### src/rtl/video_mixer.sv
// Final pixel stage: tile/sprite priority merge, colour PROM lookup, registered RGB with blanking.
// Optional shadow sprites are built when VIDEO_MIXER_SHADOW_EN is defined.
module video_mixer #(
    parameter logic [3:0] SPR_TRANSPARENT = 4'hF,
    parameter logic [3:0] RESET_CTRL      = 4'h0C
) (
    input  logic       CLK_6M,
    input  logic       rst,
    input  logic       nHBLANK,
    input  logic       nVBLANK,
    input  logic       nVSYNC,
    input  logic [7:0] DOT,
    input  logic [2:0] TPR,
    input  logic [7:0] SDOT,
    input  logic [2:0] SPR,
    input  logic       nCS,
    input  logic       nWE,
    input  logic       A,
    input  logic [7:0] D,
    output logic [9:0] pal_addr,
    input  logic [7:0] pal_rg,
    input  logic [3:0] pal_b,
    output logic [3:0] R,
    output logic [3:0] G,
    output logic [3:0] B,
    output logic       nBLANK_O,
    output logic       SRC
);

    // control register bits: {sprite_en, tile_en, bank[1:0]}
    logic [3:0] ctrl_shadow, ctrl_act;
    logic       vs_prev;
    logic       unused_d;

    assign unused_d = ^D[7:4];

    always_ff @(posedge CLK_6M or posedge rst) begin
        if (rst) begin
            ctrl_shadow <= RESET_CTRL;
            ctrl_act    <= RESET_CTRL;
            vs_prev     <= 1'b1;
        end else begin
            vs_prev <= nVSYNC;
            if (!nCS && !nWE && !A)
                ctrl_shadow <= D[3:0];
            // NBA ordering gives the pre-write shadow on a coincident write
            if (vs_prev && !nVSYNC)
                ctrl_act <= ctrl_shadow;
        end
    end

    // S0: input capture
    logic [7:0] s0_dot, s0_sdot;
    logic [2:0] s0_tpr, s0_spr;
    logic       s0_blank;

    always_ff @(posedge CLK_6M or posedge rst) begin
        if (rst) begin
            s0_dot   <= '0;
            s0_tpr   <= '0;
            s0_sdot  <= '0;
            s0_spr   <= '0;
            s0_blank <= 1'b0;
        end else begin
            s0_dot   <= DOT;
            s0_tpr   <= TPR;
            s0_sdot  <= SDOT;
            s0_spr   <= SPR;
            s0_blank <= ~(nHBLANK & nVBLANK);
        end
    end

    // S1: priority resolve
    logic       spr_win, shadow_px;
    logic [7:0] tile_idx, idx;

    always_comb begin
        spr_win   = ctrl_act[3] && (s0_sdot[3:0] != SPR_TRANSPARENT) && (s0_spr >= s0_tpr);
        tile_idx  = ctrl_act[2] ? s0_dot : 8'h00;
        shadow_px = 1'b0;
`ifdef VIDEO_MIXER_SHADOW_EN
        shadow_px = spr_win && (s0_sdot[3:0] == 4'hE);
`endif
        idx = (spr_win && !shadow_px) ? s0_sdot : tile_idx;
    end

    logic s1_src, s1_blank, s1_shadow;

    always_ff @(posedge CLK_6M or posedge rst) begin
        if (rst) begin
            pal_addr  <= '0;
            s1_src    <= 1'b0;
            s1_blank  <= 1'b0;
            s1_shadow <= 1'b0;
        end else begin
            pal_addr  <= {ctrl_act[1:0], idx};
            s1_src    <= spr_win;
            s1_blank  <= s0_blank;
            s1_shadow <= shadow_px;
        end
    end

    // S2: PROM data capture, shadow halving, blank forcing
    logic [3:0] r_n, g_n, b_n;

    always_comb begin
        r_n = pal_rg[3:0];
        g_n = pal_rg[7:4];
        b_n = pal_b;
        if (s1_shadow) begin
            r_n = {1'b0, pal_rg[3:1]};
            g_n = {1'b0, pal_rg[7:5]};
            b_n = {1'b0, pal_b[3:1]};
        end
        if (s1_blank) begin
            r_n = 4'h0;
            g_n = 4'h0;
            b_n = 4'h0;
        end
    end

    always_ff @(posedge CLK_6M or posedge rst) begin
        if (rst) begin
            R        <= '0;
            G        <= '0;
            B        <= '0;
            nBLANK_O <= 1'b0;
            SRC      <= 1'b0;
        end else begin
            R        <= r_n;
            G        <= g_n;
            B        <= b_n;
            nBLANK_O <= ~s1_blank;
            SRC      <= s1_src;
        end
    end

endmodule
### config.mk
export PLATFORM = sky130hd
export DESIGN_NAME = video_mixer
export DESIGN_NICKNAME = d
export VERILOG_FILES = /design/src/rtl/video_mixer.sv
export SDC_FILE = /design/constraint.sdc
export NUM_CORES = 1
export LEC_CHECK = 0
export ABC_AREA = 0
export BUFFER_PORTS_ARGS = -buffer_cell sky130_fd_sc_hd__buf_2
export CAP_MARGIN = 20
export CORE_ASPECT_RATIO = 1.75
export CORE_MARGIN = 1.5
export CORE_UTILIZATION = 42
export CTS_CLUSTER_DIAMETER = 50
export DETAILED_ROUTE_END_ITERATION = 6
export PLACE_DENSITY = 0.76
export SYNTH_ARGS = -nofsm -noshare
export SYNTH_HDL_FRONTEND = slang
export SYNTH_SLANG_ARGS = --single-unit
### constraint.sdc
create_clock -name CLK_6M -period 1.77 [get_ports CLK_6M]
set_clock_uncertainty 0.15 [all_clocks]
set_input_delay 0.177 -clock CLK_6M [delete_from_list [all_inputs] [get_ports CLK_6M]]
set_output_delay 0.177 -clock CLK_6M [all_outputs]
set_load 0.01 [all_outputs]
Yosys cells after proc, flatten, opt, wreduce, memory -nomap -nowiden
Index checks and enable logic that the tools add are counted.

storage, ports and cells
  flip-flop bits (word level) = 58
  input port bits = 50
  logic and storage cells = 35

operators by class
  $lt $le $gt $ge = 1
  equality and inequality tests = 1
  mux-type cells = 5
  bitwise operators = 3
  reduce and logical (&&, ||, !) cells = 9

operator list
  operator                                      count
  2-to-1 mux 8 bit                              2
  2-to-1 mux 4 bit                              3
  logical AND 1 bit                             5
  logical NOT 1 bit                             4
  inequality test 4 bit, second input constant  1
  greater-or-equal comparator 3 bit             1
  NOT 1 bit                                     2
  AND 1 bit                                     1

Logic depth before layout (Yosys ltp)
Gate-level depths: netlist of the first run.

  depth after elaboration = 4
  mapped depth = 7
  mapped depth without buffers = 6

Least setup slack after synthesis of the first run
Ideal clock, no wire load.

  path kind = register -> register
  start = register s0_tpr[0]
  end = register pal_addr[0]
  library setup time = 0.079 ns
  data arrival time = 1.228 ns
  data required time = 1.541 ns
  path slack = 0.312 ns
  cell stages (with the launch flop) = 7
  buffers on the path = 1
  period minus slack after synthesis = 1.458 ns
  cell sequence = dfrtp_1 > ha_1 > nand2b_1 > nand3_1 > a21oi_1 > buf_6 > mux2i_1

between the ends
  word-level cells in the longest chain between the ends = 3

ends and longest elaborated chain
  what                               line  text
  start: declaration                 54    logic [2:0] s0_tpr, s0_spr;
  start signal: assignment           60    s0_tpr <= '0;
  start signal: assignment           66    s0_tpr <= TPR;
  greater-or-equal comparator 3 bit  78    spr_win = ctrl_act[3] && (s0_sdot[3:0] != SPR_TRANSPARENT) && (s0_spr >= s0_tpr);
  logical AND 1 bit                  78
  via spr_win                        74    logic spr_win, shadow_px;
  2-to-1 mux 8 bit                   84    idx = (spr_win && !shadow_px) ? s0_sdot : tile_idx;
  via idx[0]                         75    logic [7:0] tile_idx, idx;
  end signal: assignment             96    pal_addr <= {ctrl_act[1:0], idx};
  end: declaration                   20    output logic [9:0] pal_addr,

The timed path passes the listed nets, and every way through them passes these cells.
A chain may end at the register's enable or synchronous reset.

Worst setup path after layout of the first run
  start = register s0_tpr[0]
  end = register pal_addr[5]

between the ends
  word-level cells in the longest chain between the ends = 3

ends and longest elaborated chain
  what                               line
  greater-or-equal comparator 3 bit  78
  logical AND 1 bit                  78
  2-to-1 mux 8 bit                   84
  via idx[5]                         75

The timed path passes the listed nets, and every way through them passes these cells.

==> metrics.yaml, run 1 <==
hold_path:
  hold_path_class: "in -> reg"
  hold-path-cell-count: 3
  hold_path_startpoint: "A"
  min_to: "ctrl_shadow[0]$_DFFE_PP0P_"
placement:
  port-buffer-count: 69
  detailed_place_hpwl_um: 2210
  gp_routability_congestion: 0.715
  placedCellCount: 249
setup_path:
  worstPathArrival_ns: 1.66
  kind_of_cell_adding_the_most_delay_to_the_critical_path: "flip-flops"
  crit_path_cell_trace: "ha_1 > nand2b_1 > nand3_1 > a21oi_1 > buf_4 > mux2i_1"
  timing.critical_path.from_type: "flip-flop"
  crit_path_max_incr_delay_ns: 0.37
  regToRegSetupSlack_ns: 0.21
  timing.critical_path.depth: 6
  rr_startpoint: "s0_tpr[0]$_DFF_PP0_"
  path_buf_inv: 1
  critPathKind: "reg -> reg"
  critical_path.reg2reg.endpoint: "pal_addr[5]$_DFF_PP0_"
  worst_r2r_path_depth: 6
  crit_path_max_fanout: 9
  critPathCaptureType: "flip-flop"
  worst_ep_required_time_ns: 1.87
  critical_path.slowest_cell: "sky130_fd_sc_hd__dfrtp_1"
clocking:
  post_cts_sizing_count: 0
  clock_tree_from_tritoncts: "built"
  clock_sinks: 58
  clock_buffers_created_by_tritoncts: 9
  cts_root_buffer: "sky130_fd_sc_hd__clkbuf_8"
  cts_max_path_buffers: 2
  buffers_inserted_by_post_cts_timing_repair: 0
  clkLatencyLatePin_ns: 0.33
  clk_pin_slew_ns: 0.06
  hold_buffers: 42
  htree_levels: 3
synthesis:
  synth-warning-count: 0
  ys_seq_elements: 58
  netlist-cell-type-count: 15
  synth_cells: 130
  mappedNetlistArea_um2: 1890
  synth_fp_nets: 183
  synth_area_per_cell_um2: 14.5
  seq_area_frac_synth: 0.772
finish:
  drive_above_1_share: 0.375
  final_nets: 304
  syn2layout_area_growth_pct: 54.7
  filler_cell_count: 281
  finalNonFillerCells: 307
  antenna-diode-count: 0
pwr:
  relative_contribution_of_the_clock_network_to_total_power: 0.386
  p_total_mw: 3.05
  power_frac_comb: 0.118
  power.switching_fraction: 0.231
  sequentialPowerShare: 0.495
  max-vdd-ir-drop_v: 0.000898
  internal_power_mw: 2.35
  powerDensity_nw_per_um2: 1040
  power.static_leakage_nw: 1.52
  net_switching_mw: 0.704
routing:
  firstDrtPassIters: 4
  routed_wire_length_per_instance_um: 12.7
  dr_total_vias: 1358
  drt-vias-per-instance: 4.42
  drt-initial-drc-count: 10
  drt-total-wl_um: 3890
  route.antenna.remaining_nets: 0
  route.detailed.drc: 0
run:
  maxCapViolCount: 0
global_routing:
  grt_first_pass_wirelength_um: 6400
  antenna_violations_before_repair: 0
  grt_util_all_layers: 0.189
  first_global_vias: 1474
  gr-total-overflow: 0
  grt_max_degree: 59
floorplan:
  floorplan.die_area_um2: 4930
  io-pin-count: 74
  floorplan.initialDensity: 0.433
  floorplan_row_count: 32
  die_y_um: 91.7
  floorplan.die.width_um: 53.7
  placeableCoreArea_um2: 4360
sta:
  timing.final.hold_violations: 0
  final_min_period_over_clock_period: 0.880
  setup_viol: 0
  relSlewSlack: 0.638
  fmax_mhz: 642
  slew_viols_final: 0
  setup_tns_ns: 0
  tightestPinTransition_ns: 0.539
  rsz0062_at_grt: "false"
  layout_min_cycle_time_ns: 1.56
status:
  outcome: "complete, no violations"
state kept, by name, indices dropped and copies added (netlist names), 3 cells and up:
signal / count
B: 4
ctrl_shadow: 4
ctrl_act: 4
s0_spr: 3
s0_tpr: 3
R: 4
pal_addr: 10
G: 4
s0_sdot: 8
s0_dot: 8
logic make-up after synthesis:
kind of cell	after synthesis	synth area share
AOI/OAI and AO/OA	3	0.00993
buffers and inverters	16	0.0358
and+or+nand+nor	38	0.0967
muxes	12	0.0662
adders and majority gates	3	0.0199
DFF	58	0.772
worst register-to-register path, cell delays in order (launching register included):
cell                       delay (ns)
sky130_fd_sc_hd__dfrtp_1         0.37
sky130_fd_sc_hd__ha_1            0.26
sky130_fd_sc_hd__nand2b_1        0.09
sky130_fd_sc_hd__nand3_1         0.07
sky130_fd_sc_hd__a21oi_1         0.13
sky130_fd_sc_hd__buf_4           0.21
sky130_fd_sc_hd__mux2i_1         0.21
power by group through the flow:
stage / registers, mW / logic [mW] / clock network (mW)
finish: 1.51 / 0.361 / 1.18
global route: 1.53 / 0.403 / 1.27
CTS: 1.51 / 0.362 / 1.19
detailed placement: 1.54 / 0.291 / 0
global placement: 1.54 / 0.281 / 0
floorplan: 1.55 / 0.141 / 0
synth_stat cells:
master,count,area [um2]
sky130_fd_sc_hd__nand2b_1,2,12.5
sky130_fd_sc_hd__mux2i_1,8,80.1
sky130_fd_sc_hd__inv_1,13,48.8
sky130_fd_sc_hd__o41ai_1,1,8.76
sky130_fd_sc_hd__nor2b_1,13,81.3
sky130_fd_sc_hd__nand2_1,21,78.8
sky130_fd_sc_hd__mux2_2,4,45.0
sky130_fd_sc_hd__buf_6,1,11.3
sky130_fd_sc_hd__ha_1,3,37.5
sky130_fd_sc_hd__nor3_1,1,5.00
sky130_fd_sc_hd__clkbuf_1,2,7.51
sky130_fd_sc_hd__a21oi_1,2,10.0
sky130_fd_sc_hd__dfrtp_1,53,1330
sky130_fd_sc_hd__nand3_1,1,5.00
sky130_fd_sc_hd__dfstp_2,5,131
per-layer routing:
layer | vias up | global-route usage | wire (um)
met5 | - | 0 | 0
met4 | 0 | 0.122 | 151
met2 | 61 | 0.312 | 2160
met1 | 636 | 0.186 | 1250
li1 | 645 | - | -
met3 | 16 | 0.0717 | 326
how the worst max path moves through the flow:
stage                        start               endpoint  slack (ns)
2_1_floorplan                  rst         B[0]$_DFF_PP0_        0.02
3_3_place_gp   s0_tpr[0]$_DFF_PP0_  pal_addr[2]$_DFF_PP0_        0.24
3_5_place_dp   s0_tpr[0]$_DFF_PP0_  pal_addr[5]$_DFF_PP0_        0.21
4_1_cts        s0_tpr[0]$_DFF_PP0_  pal_addr[5]$_DFF_PP0_        0.19
5_1_grt        s0_tpr[0]$_DFF_PP0_  pal_addr[5]$_DFF_PP0_        0.10
6_report       s0_tpr[0]$_DFF_PP0_  pal_addr[5]$_DFF_PP0_        0.21
through the flow:
stage	util	hold WS [ns]	cell area (um2)	setup slack [ns]
2_1_floorplan	-	0.0315	1890	0.0233
3_3_place_gp	0.529	0.0964	2310	0.243
3_5_place_dp	0.529	0.0993	2310	0.208
4_1_cts	0.670	0.113	2920	0.192
5_1_grt	0.670	0.143	2920	0.103
6_report	0.670	0.118	2920	0.213
area by class of cell:
type,count,area [um2],share of cell area
repair buffers,113,793,0.271
multi-input cells,56,364,0.125
flip-flops and latches,58,1460,0.499
clock inverters,5,53.8,0.0184
inverters,13,48.8,0.0167
clock buffers,11,141,0.0484
well taps,51,63.8,0.0218
layout by cell type (no fill, tap or decap), types with 3 or more instances in the layout:
cell type	synthesis	layout
sky130_fd_sc_hd__buf_2	0	69
sky130_fd_sc_hd__clkbuf_8	0	10
sky130_fd_sc_hd__clkinv_2	0	3
sky130_fd_sc_hd__dfrtp_1	53	53
sky130_fd_sc_hd__dfstp_2	5	5
sky130_fd_sc_hd__dlygate4sd3_1	0	42
sky130_fd_sc_hd__ha_1	3	3
sky130_fd_sc_hd__inv_1	13	12
sky130_fd_sc_hd__mux2_2	4	4
sky130_fd_sc_hd__mux2i_1	8	8
sky130_fd_sc_hd__nand2_1	21	21
sky130_fd_sc_hd__nor2b_1	13	13
No activity file was read; power rests on OpenSTA's default activity.
==> inputs of run 2 (changes only) <==
--- a/config.mk
+++ b/config.mk
@@ -8,9 +8,11 @@
 export ABC_AREA = 0
 export BUFFER_PORTS_ARGS = -buffer_cell sky130_fd_sc_hd__buf_2
 export CAP_MARGIN = 20
+export CELL_PAD_IN_SITES_DETAIL_PLACEMENT = 1
+export CELL_PAD_IN_SITES_GLOBAL_PLACEMENT = 1
 export CORE_ASPECT_RATIO = 1.75
 export CORE_MARGIN = 1.5
-export CORE_UTILIZATION = 42
+export CORE_UTILIZATION = 33
 export CTS_CLUSTER_DIAMETER = 50
 export DETAILED_ROUTE_END_ITERATION = 6
 export PLACE_DENSITY = 0.76
==> metrics.yaml, run 2 (synthesized netlist as in run 1, its figures left out) <==
setup_path:
  worst_r2r_path_depth: 6
  rr_startpoint: "s0_tpr[0]$_DFF_PP0_"
  timing.critical_path.from_type: "flip-flop"
  critPathCaptureType: "flip-flop"
  critical_path.reg2reg.endpoint: "pal_addr[1]$_DFF_PP0_"
  regToRegSetupSlack_ns: 0.15
  endpoint: "pal_addr[1]$_DFF_PP0_"
  worstPathArrival_ns: 1.71
  worst_ep_required_time_ns: 1.87
  timing.critical_path.from: "s0_tpr[0]$_DFF_PP0_"
  crit_path_max_fanout: 9
  critPathKind: "reg -> reg"
routing:
  firstDrtPassIters: 4
  drt-vias-per-instance: 4.17
  wl_met3_um: 316
  met2_wirelength_um: 2760
  routed_wire_length_per_instance_um: 14.2
  drt-initial-drc-count: 10
  route.antenna.remaining_nets: 0
  maxUsedRoutingLayer: "met4"
  wl_met1_um: 1560
  dr_total_vias: 1388
  route.detailed.drc: 0
  drt-total-wl_um: 4740
finish:
  drive_above_1_share: 0.377
  reg_top3: "pal_addr (10), s0_dot (8), s0_sdot (8)"
  finalInstanceArea_um2: 2980
  register_with_the_most_flip_flops: "pal_addr"
  layout_common_cells: "69 x sky130_fd_sc_hd__buf_2, 53 x sky130_fd_sc_hd__dfrtp_1, 42 x sky130_fd_sc_hd__dlygate4sd3_1"
  layout_commonest_cell: "sky130_fd_sc_hd__buf_2"
  syn2layout_area_growth_pct: 57.5
  antenna-diode-count: 0
  final_nets: 305
  largest_register_ffs: 10
pwr:
  internal_power_mw: 2.45
  max-vdd-ir-drop_v: 0.000632
  power.static_leakage_nw: 1.53
  net_switching_mw: 0.735
  power.switching_fraction: 0.231
  powerDensity_nw_per_um2: 1070
  sequentialPowerShare: 0.475
  power_frac_comb: 0.117
  p_total_mw: 3.19
  relative_contribution_of_the_clock_network_to_total_power: 0.407
clocking:
  clk_pin_slew_ns: 0.06
  clkLatencyLatePin_ns: 0.34
  clock_tree_from_tritoncts: "built"
  htree_levels: 3
  post_cts_sizing_count: 0
  cts_max_path_buffers: 2
  cts_root_buffer: "sky130_fd_sc_hd__clkbuf_8"
  hold_buffers: 42
  clock_buffers_created_by_tritoncts: 9
  buffers_inserted_by_post_cts_timing_repair: 0
  clock_sinks: 58
status:
  outcome: "complete, no violations"
global_routing:
  antenna_violations_before_repair: 0
  grt_first_pass_wirelength_um: 7330
  first_global_vias: 1565
  grt_max_degree: 28
  grt_util_all_layers: 0.172
  gr-total-overflow: 0
sta:
  setup_viol: 0
  relSlewSlack: 0.620
  setup_tns_ns: 0
  final_min_period_over_clock_period: 0.913
  slew_viols_final: 0
  tightestPinTransition_ns: 0.570
  fmax_mhz: 619
  setup_slack_ns: 0.153
  fin_worst_hold_slack_ns: 0.120
  layout_min_cycle_time_ns: 1.62
  rsz0062_at_grt: "false"
  timing.final.hold_violations: 0
floorplan:
  floorplan_row_count: 36
  io-pin-count: 74
  die_y_um: 103
  floorplan.die_area_um2: 6210
  placeableCoreArea_um2: 5540
  floorplan.die.width_um: 60.2
  floorplan.initialDensity: 0.341
placement:
  detailed_place_hpwl_um: 2690
  placed_area_um2: 2350
  gp_routability_congestion: 0.689
  pre_cts_slack_ns: 0.144
  port-buffer-count: 69
hold_path:
  hold_path_class: "in -> reg"
run:
  maxCapViolCount: 0
==> run 2: changes by cell type in the layout (fill, tap and decap cells not counted), sizes merged <==
| cell | change |
|---|---|
| clkinv | -1 |
| clkinvlp | +1 |
| bufinv | +1 |
| clkbuf | -1 |
| buf | +1 |
==> run 2: power by group through the flow <==
stage | registers, mW | clock network, mW | logic [mW]
after CTS | 1.51 | 1.32 | 0.371
after detailed placement | 1.54 | 0 | 0.299
after floorplan | 1.55 | 0 | 0.141
final | 1.51 | 1.30 | 0.374
after global placement | 1.54 | 0 | 0.285
after global routing | 1.53 | 1.38 | 0.415
==> run 2: metrics by stage <==
stage / instances / utilization
3_3_place_gp: 275 / 0.423
3_5_place_dp: 275 / 0.423
5_1_grt: 333 / 0.537
6_report: 333 / 0.537
4_1_cts: 333 / 0.537
2_1_floorplan: 130 / -
==> run 2: worst min-delay path by stage <==
| stage | depth (start not counted) | slack, ns | startpoint | to |
|---|---|---|---|---|
| after detailed placement | 2 | 0.12 | rst | s0_sdot[0]$_DFF_PP0_ |
| after floorplan | 0 | 0.03 | nVSYNC | vs_prev$_DFF_PP1_ |
| final | 3 | 0.12 | A | ctrl_shadow[0]$_DFFE_PP0P_ |
| after global placement | 2 | 0.11 | rst | s0_dot[0]$_DFF_PP0_ |
| after CTS | 3 | 0.10 | A | ctrl_shadow[0]$_DFFE_PP0P_ |
| after global routing | 3 | 0.12 | A | ctrl_shadow[0]$_DFFE_PP0P_ |
==> run 2: worst max-delay path, stage by stage (launching register included) <==
cell and delay (ns):
sky130_fd_sc_hd__dfrtp_1 0.37, sky130_fd_sc_hd__ha_1 0.28, sky130_fd_sc_hd__nand2b_1 0.11, sky130_fd_sc_hd__nand3_1 0.08, sky130_fd_sc_hd__a21oi_1 0.13, sky130_fd_sc_hd__buf_4 0.20
sky130_fd_sc_hd__mux2i_1 0.21
==> run 2: area by class of cell <==
cell class	instances	area, um2
Inverter	13	48.8
Multi-Input combinational cell	56	364
Tap cell	76	95.1
Timing Repair Buffer	114	801
Sequential cell	58	1460
Fill cell	593	2560
Clock buffer	10	128
Clock inverter	6	82.6
==> run 2: routing by layer <==
layer | vias to the layer above | track usage
li1 | 644 | -
met5 | - | 0
met4 | 0 | 0.0786
met1 | 673 | 0.159
met2 | 61 | 0.317
met3 | 10 | 0.0665
==> inputs of run 3 (changes only) <==
==> config.mk (replaced) <==
export PLATFORM = sky130hd
export DESIGN_NAME = video_mixer
export DESIGN_NICKNAME = d
export VERILOG_FILES = /design/src/rtl/video_mixer.sv
export SDC_FILE = /design/constraint.sdc
export NUM_CORES = 1
export LEC_CHECK = 0
export ABC_AREA = 1
export BUFFER_PORTS_ARGS = -buffer_cell sky130_fd_sc_hd__buf_2
export CAP_MARGIN = 20
export CELL_PAD_IN_SITES_DETAIL_PLACEMENT = 1
export CELL_PAD_IN_SITES_GLOBAL_PLACEMENT = 1
export CORE_ASPECT_RATIO = 1.75
export CORE_UTILIZATION = 33
export CTS_CLUSTER_DIAMETER = 50
export DETAILED_ROUTE_END_ITERATION = 6
export PLACE_DENSITY = 0.78
export SYNTH_ARGS = -nofsm -noshare
export SYNTH_HDL_FRONTEND = slang
export SYNTH_SLANG_ARGS = --single-unit
==> metrics.yaml, run 3 <==
status:
  outcome: "complete, no violations"
floorplan:
  floorplan.initialDensity: 0.347
  floorplan.die_area_um2: 6290
  floorplan_row_count: 36
  placeableCoreArea_um2: 5680
  die_y_um: 104
  floorplan.die.width_um: 60.4
  io-pin-count: 74
sta:
  final_min_period_over_clock_period: 0.825
  setup_tns_ns: 0
  rsz0062_at_grt: "false"
  slew_viols_final: 0
  setup_viol: 0
  timing.final.hold_violations: 0
  layout_min_cycle_time_ns: 1.46
  relSlewSlack: 0.710
  fmax_mhz: 685
  tightestPinTransition_ns: 0.435
clocking:
  clkLatencyLatePin_ns: 0.33
  clock_tree_from_tritoncts: "built"
  clock_buffers_created_by_tritoncts: 9
  buffers_inserted_by_post_cts_timing_repair: 0
  clk_pin_slew_ns: 0.06
  htree_levels: 3
  cts_max_path_buffers: 2
  cts_root_buffer: "sky130_fd_sc_hd__clkbuf_8"
  clock_sinks: 58
finish:
  reg_top3: "pal_addr (10), s0_dot (8), s0_sdot (8)"
  finalInstanceArea_um2: 3070
  layout_common_cells: "69 x sky130_fd_sc_hd__buf_2, 53 x sky130_fd_sc_hd__dfrtp_1, 44 x sky130_fd_sc_hd__dlygate4sd3_1"
  syn2layout_area_growth_pct: 56.1
  drive_above_1_share: 0.321
  antenna-diode-count: 0
  register_with_the_most_flip_flops: "pal_addr"
  largest_register_ffs: 10
  layout_commonest_cell: "sky130_fd_sc_hd__buf_2"
  filler_cell_count: 662
  finalNonFillerCells: 378
  final_nets: 350
routing:
  dr_total_vias: 1542
  route.antenna.remaining_nets: 0
  firstDrtPassIters: 3
  drt-vias-per-instance: 4.08
  route.detailed.drc: 0
  drt-total-wl_um: 4630
  drt-initial-drc-count: 19
  routed_wire_length_per_instance_um: 12.3
synthesis:
  synth_area_per_cell_um2: 11.4
  synth.largest_area_cell: "sky130_fd_sc_hd__dfrtp_1"
  synth_fp_nets: 226
  asyncSetResetFlopFracSynth: 1.00
  mappedNetlistArea_um2: 1970
  ys_seq_elements: 58
  seq_area_frac_synth: 0.741
  yosys.area.top_type_share: 0.674
  ys_top_cells_by_area: "sky130_fd_sc_hd__dfrtp_1 67%, sky130_fd_sc_hd__nand2_1 7.6%, sky130_fd_sc_hd__dfstp_2 6.7%, sky130_fd_sc_hd__inv_1 6.3%, sky130_fd_sc_hd__nor2_1 3.1%"
  synth_cells: 173
  synth.top_cells.by_count: "53 x sky130_fd_sc_hd__dfrtp_1, 40 x sky130_fd_sc_hd__nand2_1, 33 x sky130_fd_sc_hd__inv_1"
  ys_dominant_reg_cell: "sky130_fd_sc_hd__dfrtp_1"
  yosys.cell_count.top_type: "sky130_fd_sc_hd__dfrtp_1"
  netlist-cell-type-count: 14
  synth-warning-count: 0
  synth_enable_flop_cells: 0
pwr:
  power.static_leakage_nw: 1.71
  p_total_mw: 3.23
  max-vdd-ir-drop_v: 0.000597
  powerDensity_nw_per_um2: 1050
global_routing:
  antenna_violations_before_repair: 0
  grt_max_degree: 35
  grt_util_all_layers: 0.176
  grt_first_pass_wirelength_um: 7850
  gr-total-overflow: 0
  first_global_vias: 1791
setup_path:
  critPathCaptureType: "flip-flop"
  timing.critical_path.from_type: "flip-flop"
  worstPathArrival_ns: 1.53
  worst_ep_required_time_ns: 1.84
  critPathKind: "reg -> reg"
  crit_path_max_fanout: 9
placement:
  detailed_place_hpwl_um: 2880
  port-buffer-count: 69
  placed_area_um2: 2410
  gp_routability_congestion: 0.669
  placedCellCount: 318
hold_path:
  hold_path_class: "in -> reg"
run:
  maxCapViolCount: 0
-- run 3: through the flow --
stage | hold slack, ns | worst slack [ns] | utilization
floorplan | 0.0315 | 0.0233 | -
global placement | 0.0888 | 0.331 | 0.425
detailed placement | 0.0999 | 0.307 | 0.425
CTS | 0.0668 | 0.300 | 0.541
global route | 0.129 | 0.202 | 0.541
finish | 0.0849 | 0.310 | 0.541
-- run 3: worst max-delay path, cell delays in order, from the launching register on --
cell and delay [ns]:
sky130_fd_sc_hd__dfrtp_1 0.36, sky130_fd_sc_hd__ha_1 0.30, sky130_fd_sc_hd__nand2_1 0.05, sky130_fd_sc_hd__inv_1 0.05, sky130_fd_sc_hd__nand2_1 0.07, sky130_fd_sc_hd__nand2_4 0.13
sky130_fd_sc_hd__nand2_4 0.10, sky130_fd_sc_hd__nand2_1 0.09, sky130_fd_sc_hd__nand2_1 0.05
-- run 3: report_power, final --
group,switching (mW),internal [mW]
Clock,0.498,0.826
Combinational,0.206,0.194
Sequential,0.0484,1.45
-- run 3: what timing repair did --
item | 4_1_cts | 5_1_grt
hold endpoints to repair | 94 | 0
gates resized for setup | 0 | 0
hold buffers | 44 | 0
-- run 3: logic make-up (layout without fill, tap and decap cells) --
| family | after synthesis | in the layout | synth area share |
|---|---|---|---|
| compound gates | 6 | 6 | 0.0172 |
| flops | 58 | 58 | 0.741 |
| simple gates | 71 | 71 | 0.155 |
| fa+ha+maj | 3 | 3 | 0.0191 |
| buf+inv | 35 | 164 | 0.0680 |
-- run 3: area by class of cell --
cell class,instances,area (um2),share of cell area
clock inverter,5,77.6,0.0252
clock buffer,11,141,0.0460
timing repair buffer,115,801,0.261
multi-input combinational,80,377,0.123
sequential,58,1460,0.474
inverter,33,124,0.0403
tap,76,95.1,0.0309
-- run 3: worst paths after layout --
path	startpoint	endpoint	slack, ns	cells after the start
setup / recovery	s0_spr[2]$_DFF_PP0_	pal_addr[5]$_DFF_PP0_	0.31	8
hold / removal	nCS	ctrl_shadow[2]$_DFFE_PP1P_	0.08	4
setup reg to reg	s0_spr[2]$_DFF_PP0_	pal_addr[5]$_DFF_PP0_	0.31	8
hold reg to reg	s0_blank$_DFF_PP0_	s1_blank$_DFF_PP0_	0.21	0
max in group asynchronous	rst	ctrl_act[3]$_DFFE_PP1P_	0.75	4
min in group asynchronous	rst	s0_spr[0]$_DFF_PP0_	0.32	4
-- run 3: per-layer routing --
layer,track usage,share of wire,vias up,routed length [um]
met4,0.110,0.025,0,114
met1,0.166,0.34,737,1560
met3,0.0423,0.038,7,178
met2,0.317,0.60,42,2780
li1,-,-,756,-
met5,0,0,-,0
